File: config.mk
export PLATFORM = sky130hd
export DESIGN_NAME = alsu_result_display_flat
export DESIGN_NICKNAME = d
export VERILOG_FILES = /design/src/rtl/alsu_result_display_if.sv /design/src/rtl/alsu_result_display.sv /design/src/flat_wrapper.sv
export SDC_FILE = /design/constraint.sdc
export NUM_CORES = 1
export LEC_CHECK = 0
export ABC_AREA = 1
export BUFFER_PORTS_ARGS = -buffer_cell sky130_fd_sc_hd__buf_2
export CORE_MARGIN = 2
export CORE_UTILIZATION = 45
export DETAILED_ROUTE_END_ITERATION = 8
export RECOVER_POWER = 100
export SYNTH_ARGS = -nofsm -noshare
export SYNTH_HDL_FRONTEND = slang
export SYNTH_SLANG_ARGS = --single-unit
File: constraint.sdc
create_clock -name clk -period 1.9 [get_ports clk]
set_input_delay 0.095 -clock clk [delete_from_list [all_inputs] [get_ports clk]]
set_output_delay 0.095 -clock clk [all_outputs]
set_load 0.02 [all_outputs]
File: src/rtl/alsu_result_display_if.sv
// Display-side bundle between the ALSU result path and the 7-segment driver.
// Carries the ALSU result/error inputs and the board-facing display outputs.
// Ports: result[5:0], err_flag (to display); seg[6:0], dp, an[3:0], busy (from display).
interface alsu_result_display_if;
   logic [5:0] result;
   logic       err_flag;
   logic [6:0] seg;
   logic       dp;
   logic [3:0] an;
   logic       busy;

   // master: the ALSU side that supplies the value and watches the pins
   modport master (
      output result, err_flag,
      input  seg, dp, an, busy
   );

   // slave: the display driver itself
   modport slave (
      input  result, err_flag,
      output seg, dp, an, busy
   );
endinterface

File: src/rtl/alsu_result_display.sv
// Purpose: binary-to-BCD (double dabble) plus 4-digit multiplexed 7-seg driver for the ALSU result, "Err" on invalid op.
// Latency: result change -> display regs 8 cycles; seg/an/dp registered, one cycle behind the digit index.
// Backpressure: none; result changes during a conversion are ignored and picked up by the IDLE compare afterwards.
// Ports: clk, rst (async active-low), bus (slave modport: result, err_flag in; seg, dp, an, busy out).
// Optional: define ALSU_DISP_HEX_EN to show hex of the committed value on digits 3 and 2.
module alsu_result_display #(
   parameter logic [15:0] REFRESH_DIV    = 16'd50000,
   parameter bit          SEG_ACTIVE_LOW = 1'b1
) (
   input  logic                  clk,
   input  logic                  rst,
   alsu_result_display_if.slave  bus
);

   typedef enum logic [1:0] {
      S_IDLE  = 2'd0,
      S_SHIFT = 2'd1,
      S_DONE  = 2'd2
   } state_t;

   // symbol codes: 0..15 hex digits, then 'r' and blank
   localparam logic [4:0] SYM_E     = 5'd14;
   localparam logic [4:0] SYM_R     = 5'd16;
   localparam logic [4:0] SYM_BLANK = 5'd17;

   state_t      state, state_nxt;
   logic        cap_vld;
   logic [5:0]  captured;
   logic [5:0]  shreg;
   logic [7:0]  bcd;
   logic [7:0]  bcd_adj;
   logic [2:0]  iter;
   logic [3:0]  ones, tens;
   logic        start;
   logic        busy_c;
`ifdef ALSU_DISP_HEX_EN
   logic [5:0]  disp_val;
`endif

   logic [15:0] refresh_cnt;
   logic [1:0]  digit_idx;
   logic [4:0]  sym;
   logic [6:0]  pat;
   logic [3:0]  an_onehot;
   logic [6:0]  seg_q;
   logic [3:0]  an_q;
   logic        dp_q;

   // active-high gfedcba patterns
   function automatic logic [6:0] sym_to_pat(input logic [4:0] s);
      case (s)
         5'd0:    sym_to_pat = 7'h3F;
         5'd1:    sym_to_pat = 7'h06;
         5'd2:    sym_to_pat = 7'h5B;
         5'd3:    sym_to_pat = 7'h4F;
         5'd4:    sym_to_pat = 7'h66;
         5'd5:    sym_to_pat = 7'h6D;
         5'd6:    sym_to_pat = 7'h7D;
         5'd7:    sym_to_pat = 7'h07;
         5'd8:    sym_to_pat = 7'h7F;
         5'd9:    sym_to_pat = 7'h6F;
         5'd10:   sym_to_pat = 7'h77;
         5'd11:   sym_to_pat = 7'h7C;
         5'd12:   sym_to_pat = 7'h39;
         5'd13:   sym_to_pat = 7'h5E;
         5'd14:   sym_to_pat = 7'h79;
         5'd15:   sym_to_pat = 7'h71;
         5'd16:   sym_to_pat = 7'h50;
         default: sym_to_pat = 7'h00;
      endcase
   endfunction

   // A conversion is needed on the first result after reset or whenever the
   // input no longer matches what was last converted.
   assign start = !cap_vld || (bus.result != captured);

   // ---------------- FSM: state register ----------------
   always_ff @(posedge clk or negedge rst) begin
      if (!rst) state <= S_IDLE;
      else      state <= state_nxt;
   end

   // ---------------- FSM: next state ----------------
   always_comb begin
      state_nxt = state;
      case (state)
         S_IDLE:  if (start) state_nxt = S_SHIFT;
         S_SHIFT: if (iter == 3'd5) state_nxt = S_DONE;
         S_DONE:  state_nxt = S_IDLE;
         default: state_nxt = S_IDLE;
      endcase
   end

   // ---------------- FSM: outputs ----------------
   always_comb begin
      busy_c = (state != S_IDLE);
   end

   // double-dabble correction: bump any nibble >= 5 before it is doubled
   always_comb begin
      bcd_adj[3:0] = (bcd[3:0] >= 4'd5) ? bcd[3:0] + 4'd3 : bcd[3:0];
      bcd_adj[7:4] = (bcd[7:4] >= 4'd5) ? bcd[7:4] + 4'd3 : bcd[7:4];
   end

   // conversion datapath
   always_ff @(posedge clk or negedge rst) begin
      if (!rst) begin
         cap_vld  <= 1'b0;
         captured <= 6'd0;
         shreg    <= 6'd0;
         bcd      <= 8'd0;
         iter     <= 3'd0;
         ones     <= 4'd0;
         tens     <= 4'd0;
`ifdef ALSU_DISP_HEX_EN
         disp_val <= 6'd0;
`endif
      end else begin
         case (state)
            S_IDLE: begin
               if (start) begin
                  cap_vld  <= 1'b1;
                  captured <= bus.result;
                  shreg    <= bus.result;
                  bcd      <= 8'd0;
                  iter     <= 3'd0;
               end
            end
            S_SHIFT: begin
               {bcd, shreg} <= {bcd_adj, shreg} << 1;
               iter         <= iter + 3'd1;
            end
            S_DONE: begin
               ones <= bcd[3:0];
               tens <= bcd[7:4];
`ifdef ALSU_DISP_HEX_EN
               disp_val <= captured;
`endif
            end
            default: ;
         endcase
      end
   end

   // digit scan: each digit stays lit for REFRESH_DIV cycles
   always_ff @(posedge clk or negedge rst) begin
      if (!rst) begin
         refresh_cnt <= 16'd0;
         digit_idx   <= 2'd0;
      end else if (refresh_cnt == REFRESH_DIV - 16'd1) begin
         refresh_cnt <= 16'd0;
         digit_idx   <= digit_idx + 2'd1;
      end else begin
         refresh_cnt <= refresh_cnt + 16'd1;
      end
   end

   // digit content; error mode is taken live from err_flag so it overrides
   // the numeric value without waiting for any conversion
   always_comb begin
      sym = SYM_BLANK;
      if (bus.err_flag) begin
         case (digit_idx)
            2'd3:       sym = SYM_E;
            2'd2, 2'd1: sym = SYM_R;
            default:    sym = SYM_BLANK;
         endcase
      end else begin
         case (digit_idx)
            2'd0:    sym = {1'b0, ones};
            2'd1:    sym = (tens == 4'd0) ? SYM_BLANK : {1'b0, tens};
`ifdef ALSU_DISP_HEX_EN
            2'd2:    sym = {1'b0, disp_val[3:0]};
            2'd3:    sym = {3'b000, disp_val[5:4]};
`endif
            default: sym = SYM_BLANK;
         endcase
      end
   end

   always_comb begin
      pat       = sym_to_pat(sym);
      an_onehot = 4'b0001 << digit_idx;
   end

   // registered pins, polarity applied here
   always_ff @(posedge clk or negedge rst) begin
      if (!rst) begin
         seg_q <= SEG_ACTIVE_LOW ? 7'h7F : 7'h00;
         an_q  <= SEG_ACTIVE_LOW ? 4'hF  : 4'h0;
         dp_q  <= SEG_ACTIVE_LOW;
      end else begin
         seg_q <= SEG_ACTIVE_LOW ? ~pat : pat;
         an_q  <= SEG_ACTIVE_LOW ? ~an_onehot : an_onehot;
         dp_q  <= SEG_ACTIVE_LOW;
      end
   end

   assign bus.seg  = seg_q;
   assign bus.an   = an_q;
   assign bus.dp   = dp_q;
   assign bus.busy = busy_c;

endmodule

File: src/flat_wrapper.sv
// flat-port wrapper written by rule: the top's interface ports become plain ports
module alsu_result_display_flat 
#(
   parameter logic [15:0] REFRESH_DIV    = 16'd50000,
   parameter bit          SEG_ACTIVE_LOW = 1'b1
)
  (clk, rst, bus_result, bus_err_flag, bus_seg, bus_dp, bus_an, bus_busy);
  alsu_result_display_if bus_i ();
  input  logic clk;
  input  logic rst;
  input wire logic [$bits(bus_i.result)-1:0] bus_result;
  input wire logic [$bits(bus_i.err_flag)-1:0] bus_err_flag;
  output wire logic [$bits(bus_i.seg)-1:0] bus_seg;
  output wire logic [$bits(bus_i.dp)-1:0] bus_dp;
  output wire logic [$bits(bus_i.an)-1:0] bus_an;
  output wire logic [$bits(bus_i.busy)-1:0] bus_busy;
  assign bus_i.result = bus_result;
  assign bus_i.err_flag = bus_err_flag;
  assign bus_seg = bus_i.seg;
  assign bus_dp = bus_i.dp;
  assign bus_an = bus_i.an;
  assign bus_busy = bus_i.busy;
  alsu_result_display #(.REFRESH_DIV(REFRESH_DIV), .SEG_ACTIVE_LOW(SEG_ACTIVE_LOW)) u_core (.clk(clk), .rst(rst), .bus(bus_i));
endmodule
==> flow_metrics.tcl, run 1 <==
set metrics [dict create \
    drcViolationCount 0 \
    cp_data_required_time_ns 2.15 \
    synth.area.mux_share_pct 0 \
    post-dp-hpwl_um 4190 \
    synthArstFlopShare_pct 100 \
    synth_nets 412 \
    synth_ff_type "dfrtp_1" \
    p_per_area_nw_per_um2 1270 \
    start_util_pct 46.0 \
    fin_cells 524 \
    track_usage_pct 16.2 \
    critPathLaunch "u_core.digit_idx[0]" \
    drt_wl_total_um 5920 \
    cts_buffer_depth 2 \
    synth_edf_count 0 \
    relSlewSlack_pct 26.3 \
    p_switching_uw 1700 \
    antenna_cells 0 \
    r2r_start "u_core.digit_idx[0]" \
    io_pins 22 \
    grt_max_degree 26 \
    dr.pass1.iters 6 \
    via_per_inst 4.73 \
    pre_cts_slack_ns -0.0111 \
    synth_top_family_by_area "simple AND/OR/NAND/NOR gates" \
    fin_ws_ns 0.132 \
    cts_tree "yes" \
    yosys.area_share.adder_pct 7.58 \
    rsz0062_at_grt "true" \
    drtIter0Drc 73 \
    setup-violations-final 0 \
    worstMarginPinSlew_ns 1.11 \
    drive_gt1_share_pct 16.2 \
    dpl-instance-area_sq_um 3560 \
    peakVddDrop_mv 0.675 \
    final_common_cell "nand2_1" \
    syn_inst 383 \
    sw_frac_of_total_pct 35.5 \
    seq_area_frac_synth_pct 48.2 \
    period_needed_ns 1.77 \
    synth_compound_area_share_pct 8.38 \
    path_class "flip-flop to flip-flop" \
    via_count 2479 \
    cts-root-buf "clkbuf_8" \
    finish.utilization_pct 52.5 \
    core_sq_um 7180 \
    synth.distinct_cells 35 \
    clock-sinks 63 \
    seqPwrFrac_pct 40.8 \
    synth-xor-area-share_pct 3.98 \
    pwr-share-clk_pct 27.8 \
    die_w_um 89.6 \
    fin_area_sq_um 3770 \
    die_area_sq_um 8030 \
    synthSimpleGateAreaFrac_pct 24.4 \
    holdCritPathClass "input pin to flip-flop" \
    port_buffers 20 \
    clock.fmax_mhz 566 \
    most-common-layout-cells "nand2_1 (86), dfrtp_1 (51), inv_1 (46)" \
    intPower_uw 3100 \
    cts_buffers 9 \
    die_y_um 89.6 \
    critical_path_arrival_ns 2.02 \
    globalplace.congestion 0.830 \
    p_leak_uw 0.00189 \
    overflow 0 \
    clkTransAtPathRegs_ns 0.07 \
    worstSetupStartpointType "flip-flop" \
    place_inst 507 \
    fin_nets 449 \
    wire_per_inst_um 11.3 \
    synth_warnings 0 \
    antenna_found_initial 0 \
    p_comb_share_pct 31.5 \
    status "finished, final reports clean" \
    hold_violations 0 \
    htreeDepth 3 \
    grt_pass1_vias 2323 \
    cap_viol_max_count 0 \
    rows 31 \
    syn_area_sq_um 3300 \
    end_kind "flip-flop" \
    min_from "bus_result[5]" \
    synthToLayoutAreaGrowth_pct 14.2 \
    insertion_delay_ns 0.33 \
    ant_nets 0 \
    p_total_uw 4800 \
    post-route-period-util_pct 93.0 \
    synth_seq_cells 63 \
    grt_pass1_wl_um 10100 \
    finClkSkew_ns 0.00881 \
    critPathMaxFanout 5 \
    avgSynthCellArea_sq_um 8.61 \
    slew_viol_final 0 \
]
## critical path, cell delays in order (launching register included)
cell and delay [ns]:
dfrtp_2 0.47, ha_1 0.22, or2_4 0.27, o21ai_2 0.08
buf_4 0.15, ha_1 0.18, inv_1 0.05, nand2_1 0.08
nand2_1 0.05, o211ai_1 0.16
## Yosys cell counts (all sizes together), types with 3 or more instances
| master | count | area, sq um |
|---|---|---|
| nor3 | 3 | 20.0 |
| ha | 20 | 250 |
| nand4 | 4 | 25.0 |
| o21ai | 30 | 180 |
| buf | 4 | 38.8 |
| or2 | 3 | 21.3 |
| inv | 52 | 195 |
| dfrtp | 52 | 1300 |
| a21oi | 9 | 48.8 |
| nand3 | 42 | 215 |
| o211ai | 3 | 22.5 |
| xor2 | 13 | 114 |
| nand2 | 93 | 369 |
| dfstp | 11 | 289 |
| nor2 | 34 | 130 |
## registers in the layout, summed over array words and instances (netlist names)
| name | flops |
|---|---|
| u_core.cap_vld | 1 |
| u_core.iter | 3 |
| u_core.tens | 4 |
| u_core.shreg | 6 |
| u_core.ones | 4 |
| u_core.captured | 6 |
| u_core.digit_idx | 2 |
| u_core.bcd | 8 |
| u_core.refresh_cnt | 16 |
| u_core.bus.seg | 7 |
| u_core.bus.an | 4 |
| u_core.state | 2 |
## metal layers
layer / global-route usage, % / vias up / part of all wire, %
li1: - / 1291 / -
met1: 20.7 / 1158 / 48
met5: 0 / - / 0
met3: 4.48 / 4 / 2.7
met4: 6.65 / 0 / 0.91
met2: 26.1 / 26 / 49
## layout make-up
| class | instances | area (sq um) |
|---|---|---|
| sequential | 63 | 1590 |
| tap | 99 | 124 |
| multi-input combinational | 262 | 1450 |
| fill | 710 | 3410 |
| timing repair buffer | 32 | 171 |
| clock inverter | 5 | 80.1 |
| clock buffer | 11 | 151 |
| inverter | 52 | 198 |
## metrics by stage
step / hold slack, ns / TNS, ns
6_report: 0.0552 / 0
5_1_grt: 0.0714 / -0.000324
4_1_cts: 0.0387 / 0
3_5_place_dp: 0.0763 / -0.0158
3_3_place_gp: 0.0715 / 0
2_1_floorplan: -0.201 / 0
## power by group through the flow
stage / Sequential [uW] / Combinational [uW] / Clock, uW
5_1_grt: 2010 / 1790 / 1430
3_5_place_dp: 1980 / 1650 / 0
4_1_cts: 1960 / 1650 / 1370
6_report: 1950 / 1510 / 1330
2_1_floorplan: 1980 / 1280 / 0
3_3_place_gp: 1980 / 1610 / 0
## cells by family (layout without fill, tap and decap cells)
kind of cell               count (synthesis)  count (layout)
other                                      1               1
AOI/OAI and AO/OA                         45              45
adders and majority gates                 20              20
DFF                                       63              63
and+or+nand+nor                          181             181
xor gates and xnor gates                  15              15
buffers and inverters                     58             100
## path summary, 6_finish.rpt
kind,endpoint,slack [ns],cells after the start
hold reg to reg,u_core.refresh_cnt[0],0.47,1
setup / recovery,u_core.bus.seg[3],0.13,9
hold / removal,u_core.captured[5],0.06,3
setup reg to reg,u_core.bus.seg[3],0.13,9
max in group asynchronous,u_core.bus.an[0],0.32,3
min in group asynchronous,u_core.refresh_cnt[12],0.49,2
## timing repair
item,4_1_cts,5_1_grt
buffers inserted,0,0
hold buffers,1,0
setup endpoints to repair,3,7
endpoints found under the hold margin,9,0
resized for setup,5,9
pin swaps,0,5
Power figures use the tool's default switching activity.
==> inputs of run 2 (changes only) <==
--- a/config.mk
+++ b/config.mk
@@ -5,11 +5,13 @@
 export SDC_FILE = /design/constraint.sdc
 export NUM_CORES = 1
 export LEC_CHECK = 0
-export ABC_AREA = 1
 export BUFFER_PORTS_ARGS = -buffer_cell sky130_fd_sc_hd__buf_2
+export CELL_PAD_IN_SITES_DETAIL_PLACEMENT = 0
+export CELL_PAD_IN_SITES_GLOBAL_PLACEMENT = 1
 export CORE_MARGIN = 2
 export CORE_UTILIZATION = 45
 export DETAILED_ROUTE_END_ITERATION = 8
+export PLACE_DENSITY_LB_ADDON = 0.1
 export RECOVER_POWER = 100
 export SYNTH_ARGS = -nofsm -noshare
 export SYNTH_HDL_FRONTEND = slang
==> constraint.sdc (replaced) <==
create_clock -name clk -period 1.8 [get_ports clk]
set_input_delay 0.09 -clock clk [delete_from_list [all_inputs] [get_ports clk]]
set_output_delay 0.09 -clock clk [all_outputs]
set_load 0.02 [all_outputs]
==> run 2 against run 1 <==
The run now ends with negative setup slack left. Highest routed layer unchanged. Area after synthesis decreased by 1.1%. Clock power down 17%. Clock-buffer cell count up 2. Power up 7.7%. Clock skew shrank 0.0010 ns.
==> flow_metrics.tcl, run 2 <==
set metrics [dict create \
    syn_inst 294 \
    fin_cells 457 \
    core_sq_um 7140 \
    post-route-period-util_pct 106 \
    rows 31 \
    fin_ws_ns -0.111 \
    violations "negative setup slack" \
    ant_nets 0 \
    path_class "flip-flop to flip-flop" \
    insertion_delay_ns 0.33 \
    synth_warnings 0 \
    dr.pass1.iters 4 \
    clkTransAtPathRegs_ns 0.07 \
    cts_buffers 9 \
    drtIter0Drc 97 \
    clock.fmax_mhz 523 \
    clock-sinks 63 \
    finClkSkew_ns 0.00776 \
    synthTopCellsByCount "dfrtp_1 (52), nand2_1 (25), ha_1 (20), inv_1 (17)" \
    drcViolationCount 0 \
    synth_ff_type "dfrtp_1" \
    post-dp-hpwl_um 4510 \
    grt_pass1_wl_um 11100 \
    io_pins 22 \
    cts_buffer_depth 2 \
    die_w_um 89.1 \
    reg2reg_slack_ns -0.11 \
    synthArstFlopShare_pct 100 \
    period_needed_ns 1.91 \
    seq_area_sq_um 1590 \
    synth_top_area_share_pct 39.9 \
    multiInputGateArea_sq_um 1710 \
    synth_nets 323 \
    synth.most_common_cell "dfrtp_1" \
    overflow 0 \
    relSlewSlack_pct 44.7 \
    synth.distinct_cells 53 \
    synthToLayoutAreaGrowth_pct 24.7 \
    critical_path_arrival_ns 2.15 \
    globalplace.congestion 0.869 \
    cts_tree "yes" \
    seq_area_frac_synth_pct 48.8 \
    htreeDepth 3 \
    synth_edf_count 0 \
    n_fill_cell 675 \
    antenna_found_initial 0 \
    status "finished, violations left" \
    port_buffers 20 \
    final_common_cell "dfrtp_1" \
    setup-violations-final 6 \
    die_area_sq_um 7950 \
    cp_data_required_time_ns 2.04 \
    p_per_area_nw_per_um2 1270 \
    via_per_inst 5.10 \
    end_kind "flip-flop" \
    critPathMaxFanout 5 \
    synth_seq_cells 63 \
    syn_area_sq_um 3260 \
    worstSetupStartpointType "flip-flop" \
    most-common-layout-cells "dfrtp_1 (52), buf_4 (36), nand2_1 (25)" \
    slew_viol_final 0 \
    place_inst 436 \
    setup_tns_ns -0.454 \
    rsz0062_at_grt "true" \
    wire_per_inst_um 14.1 \
    peakVddDrop_mv 0.693 \
    track_usage_pct 18.4 \
    regMostFlops "u_core.refresh_cnt" \
    largest_register_ffs 16 \
    avgSynthCellArea_sq_um 11.1 \
    holdCritPathClass "input pin to flip-flop" \
    p_leak_uw 0.00179 \
    worstMarginPinSlew_ns 0.830 \
    synth_area_leaders "dfrtp_1 (40%), dfstp_2 (8.9%), ha_1 (7.7%), mux2_2 (4.8%), xnor2_1 (4.0%)" \
    drt_wl_total_um 6420 \
    drive_gt1_share_pct 34.4 \
    antenna_cells 0 \
    grt_max_degree 50 \
    cts-root-buf "clkbuf_8" \
    fin_nets 382 \
    post-synth-top-area-cell "dfrtp_1" \
    via_count 2332 \
    cap_viol_max_count 0 \
    start_util_pct 45.7 \
    die_y_um 89.1 \
    hold_violations 0 \
    grt_pass1_vias 2339 \
]
run 2: changes by cell type after synthesis, sizes merged, moves of 7 or more:
cell    previous run  this run
a221o              0         7
inv               52        17
mux2               0        14
nand2             93        25
nand2b             0         7
nand3             42         8
nor2              34        15
o21ai             30         8
xnor2              2        15
run 2: layout make-up:
type                       count  area share [%]
sequential                    63            39.1
clock inverter                 3           0.431
clock buffer                  13            3.91
timing repair buffer          58            9.81
multi-input combinational    203            42.0
inverter                      18            1.72
tap                           99            3.05
run 2: timing repair:
| item | 4_1_cts | 5_1_grt |
|---|---|---|
| endpoints found under the hold margin | 14 | 0 |
| resized for setup | 2 | 8 |
| hold buffers | 1 | 0 |
| pin swaps | 1 | 2 |
| setup endpoints to repair | 6 | 17 |
| setup buffers | 2 | 2 |
run 2: logic make-up after synthesis:
family,count (synthesis),share of synthesized area [%]
mux,20,6.67
flops,63,48.8
buf+inv,28,3.91
simple gates,90,15.0
xor+xnor,22,5.91
other cells,1,0.115
compound gates,50,11.9
fa+ha+maj,20,7.67
run 2: power breakdown:
part	internal [uW]	switching, uW	leakage [uW]
clock network	572	535	0.0000894
registers	1820	272	0.000773
logic	997	971	0.000931
run 2: through the flow:
| step | utilization, % | power [uW] | area (sq um) | hold WS [ns] | setup slack, ns |
|---|---|---|---|---|---|
| 4_1_cts | 56.6 | 5210 | 4040 | 0.00928 | -0.0777 |
| 3_5_place_dp | 53.5 | 4040 | 3820 | 0.0338 | -0.0929 |
| 2_1_floorplan | - | 3420 | 3400 | -0.206 | -0.130 |
| 3_3_place_gp | 53.5 | 4000 | 3820 | 0.0295 | -0.0431 |
| 6_report | 57.0 | 5170 | 4070 | 0.0334 | -0.111 |
| 5_1_grt | 57.0 | 5580 | 4070 | 0.0239 | -0.243 |
run 2: final timing paths:
check | end | start | depth (start not counted)
worst max register to register | u_core.bus.seg[4] | u_core.digit_idx[0] | 10
min in group asynchronous | u_core.bcd[2] | rst | 2
worst min-delay path | u_core.captured[3] | bus_result[3] | 2
worst min register to register | u_core.cap_vld | u_core.cap_vld | 1
max in group asynchronous | u_core.refresh_cnt[8] | rst | 3
worst max-delay path | u_core.bus.seg[4] | u_core.digit_idx[0] | 10
run 2: metal layers:
| metal | vias to the layer above | track usage, % | share of wire [%] |
|---|---|---|---|
| met3 | 10 | 3.51 | 2.5 |
| li1 | 1151 | - | - |
| met2 | 28 | 29.1 | 48 |
| met5 | - | 0 | 0 |
| met4 | 0 | 8.41 | 2.0 |
| met1 | 1143 | 24.5 | 47 |
run 2: worst max-delay path, stage by stage, from the launching register on:
cell and delay (ns):
dfrtp_1 0.42, inv_2 0.07, ha_4 0.18, a22o_1 0.23, nor2_1 0.12, nor2_2 0.08, inv_2 0.12, ha_2 0.20
inv_1 0.06, a2111oi_4 0.24, a31oi_1 0.09
==> inputs of run 3 (changes only) <==
--- a/config.mk
+++ b/config.mk
@@ -5,12 +5,13 @@
 export SDC_FILE = /design/constraint.sdc
 export NUM_CORES = 1
 export LEC_CHECK = 0
-export BUFFER_PORTS_ARGS = -buffer_cell sky130_fd_sc_hd__buf_2
+export BUFFER_PORTS_ARGS = -buffer_cell sky130_fd_sc_hd__buf_4
 export CELL_PAD_IN_SITES_DETAIL_PLACEMENT = 0
 export CELL_PAD_IN_SITES_GLOBAL_PLACEMENT = 1
 export CORE_MARGIN = 2
 export CORE_UTILIZATION = 45
 export DETAILED_ROUTE_END_ITERATION = 8
+export HOLD_SLACK_MARGIN = 0.06
 export PLACE_DENSITY_LB_ADDON = 0.1
 export RECOVER_POWER = 100
 export SYNTH_ARGS = -nofsm -noshare
==> run 3 against run 2 <==
The flow still finishes with violations (negative setup slack). Utilization increased by 2.6 points. First-iteration DRC count is 41% lower. Sequential cell count did not move. Clock power increased by 9%. Sequential power about the same. Via count grew 0.13%. Critical path depth unchanged. Combinational power is 6% higher. Hold slack improved by 0.19 ns. Wire length fell by 1.0%. Power is 4.4% higher. Largest cell class unchanged. Highest routed layer unchanged.
==> flow_metrics.tcl, run 3 (synthesis results as in run 2) <==
set metrics [dict create \
    peakVddDrop_mv 0.630 \
    regMostFlops "u_core.refresh_cnt" \
    n_fill_cell 658 \
    slowest_stage "dfrtp_1" \
    cp_cell_sequence "inv_2 -> ha_4 -> a22o_1 -> nor2_2 -> nor2_2 -> buf_4 -> ha_4 -> nand3_2 -> and3_4 -> o21ai_1" \
    cp_data_required_time_ns 2.06 \
    cap_viol_max_count 0 \
    drtIter0Drc 57 \
    cts_buffers 9 \
    critical_path_arrival_ns 2.16 \
    status "finished, violations left" \
    synthToLayoutAreaGrowth_pct 30.4 \
    die_w_um 89.1 \
    grt_pass1_wl_um 10800 \
    period_needed_ns 1.90 \
    insertion_delay_ns 0.33 \
    holdCritPathClass "input pin to flip-flop" \
    critPathMaxFanout 5 \
    hold_violations 0 \
    rsz0062_at_grt "true" \
    ant_nets 0 \
    cts-root-buf "clkbuf_8" \
    slowest_delay_ns 0.42 \
    globalplace.congestion 0.825 \
    clock-sinks 63 \
    rows 31 \
    fin_nets 386 \
    slew_viol_final 0 \
    p_comb_share_pct 38.7 \
    worst-path-buf-inv 2 \
    most-common-layout-cells "buf_4 (52), dfrtp_1 (52), nand2_1 (22)" \
    drt_wl_total_um 6360 \
    grt_pass1_vias 2388 \
    cts_buffer_depth 2 \
    finClkSkew_ns 0.0111 \
    via_per_inst 5.07 \
    overflow 0 \
    via_count 2335 \
    multiInputGateArea_sq_um 1780 \
    end_kind "flip-flop" \
    place_inst 433 \
    p_per_area_nw_per_um2 1270 \
    seq_area_sq_um 1590 \
    io_pins 22 \
    path_class "flip-flop to flip-flop" \
    sw_frac_of_total_pct 33.6 \
    drive_gt1_share_pct 37.0 \
    p_switching_uw 1810 \
    pwr-share-clk_pct 22.4 \
    grt_max_degree 64 \
    worstSetupStartpointType "flip-flop" \
    post-dp-hpwl_um 4350 \
    setup-violations-final 5 \
    relSlewSlack_pct 47.7 \
    fin_ws_ns -0.0992 \
    drcViolationCount 0 \
    worstMarginPinSlew_ns 0.785 \
    antenna_found_initial 0 \
    post-route-period-util_pct 106 \
    die_y_um 89.1 \
    p_total_uw 5390 \
    cts_tree "yes" \
    clock.fmax_mhz 527 \
    dr.pass1.iters 4 \
    fin_cells 461 \
    antenna_cells 0 \
    track_usage_pct 17.7 \
    crit_family "adder cells" \
    wire_per_inst_um 13.8 \
    largest_register_ffs 16 \
    die_area_sq_um 7950 \
    clkTransAtPathRegs_ns 0.07 \
    port_buffers 20 \
    core_sq_um 7140 \
    p_leak_uw 0.00184 \
    intPower_uw 3580 \
    start_util_pct 45.7 \
    htreeDepth 3 \
    seqPwrFrac_pct 38.9 \
    violations "negative setup slack" \
]
[run 3: power by group through the flow]
| stage | Clock [uW] | Sequential (uW) | Combinational (uW) |
|---|---|---|---|
| after floorplan | 0 | 2110 | 1320 |
| after global placement | 0 | 2110 | 1900 |
| after detailed placement | 0 | 2120 | 1930 |
| after CTS | 1240 | 2100 | 1970 |
| after global routing | 1300 | 2160 | 2320 |
| final | 1210 | 2100 | 2090 |
[run 3: repair_timing]
item	4_1_cts	5_1_grt
gates resized for setup	3	24
pin swaps	1	6
endpoints found under the hold margin	64	0
endpoints found under the setup margin	6	7
buffers inserted	1	4
hold buffers	7	0
[run 3: metal layers]
layer	track usage (%)	wire length, um	up-vias
li1	-	-	1166
met1	22.9	3020	1128
met2	28.8	3070	35
met3	4.43	192	6
met4	6.51	73	0
met5	0	0	-
[run 3: path summary, 6_finish.rpt]
kind | start | end | slack [ns] | depth (start not counted)
worst max-delay path | u_core.digit_idx[0] | u_core.bus.seg[3] | -0.1 | 10
max in group asynchronous | rst | u_core.captured[5] | 0.89 | 2
min in group asynchronous | rst | u_core.bcd[3] | 0.38 | 2
worst max register to register | u_core.digit_idx[0] | u_core.bus.seg[3] | -0.1 | 10
worst min-delay path | bus_err_flag | u_core.bus.seg[4] | 0.22 | 3
worst min register to register | u_core.cap_vld | u_core.cap_vld | 0.47 | 1
[run 3: cell type report]
class	instances	area share, %
tap	99	2.91
clock inverter	2	0.824
timing repair buffer	62	11.8
inverter	18	1.65
multi-input combinational	203	41.8
sequential	63	37.4
clock buffer	14	3.59
[run 3: worst reg2reg max path, stage by stage (launching register included)]
cell,delay (ns)
dfrtp_1,0.42
inv_2,0.07
ha_4,0.18
a22o_1,0.24
nor2_2,0.09
nor2_2,0.06
buf_4,0.14
ha_4,0.27
nand3_2,0.05
and3_4,0.18
o21ai_1,0.12
[run 3: per-stage QoR]
step / area (sq um) / TNS [ns] / worst slack [ns] / hold slack (ns) / utilization [%]
3_3_place_gp: 3830 / -0.122 / -0.0448 / 0.229 / 53.7
6_report: 4250 / -0.243 / -0.0992 / 0.224 / 59.6
4_1_cts: 4120 / -0.206 / -0.0476 / 0.203 / 57.7
5_1_grt: 4250 / -0.798 / -0.188 / 0.230 / 59.6
3_5_place_dp: 3830 / -0.300 / -0.0980 / 0.239 / 53.7
2_1_floorplan: 3400 / -0.619 / -0.130 / -0.206 / -
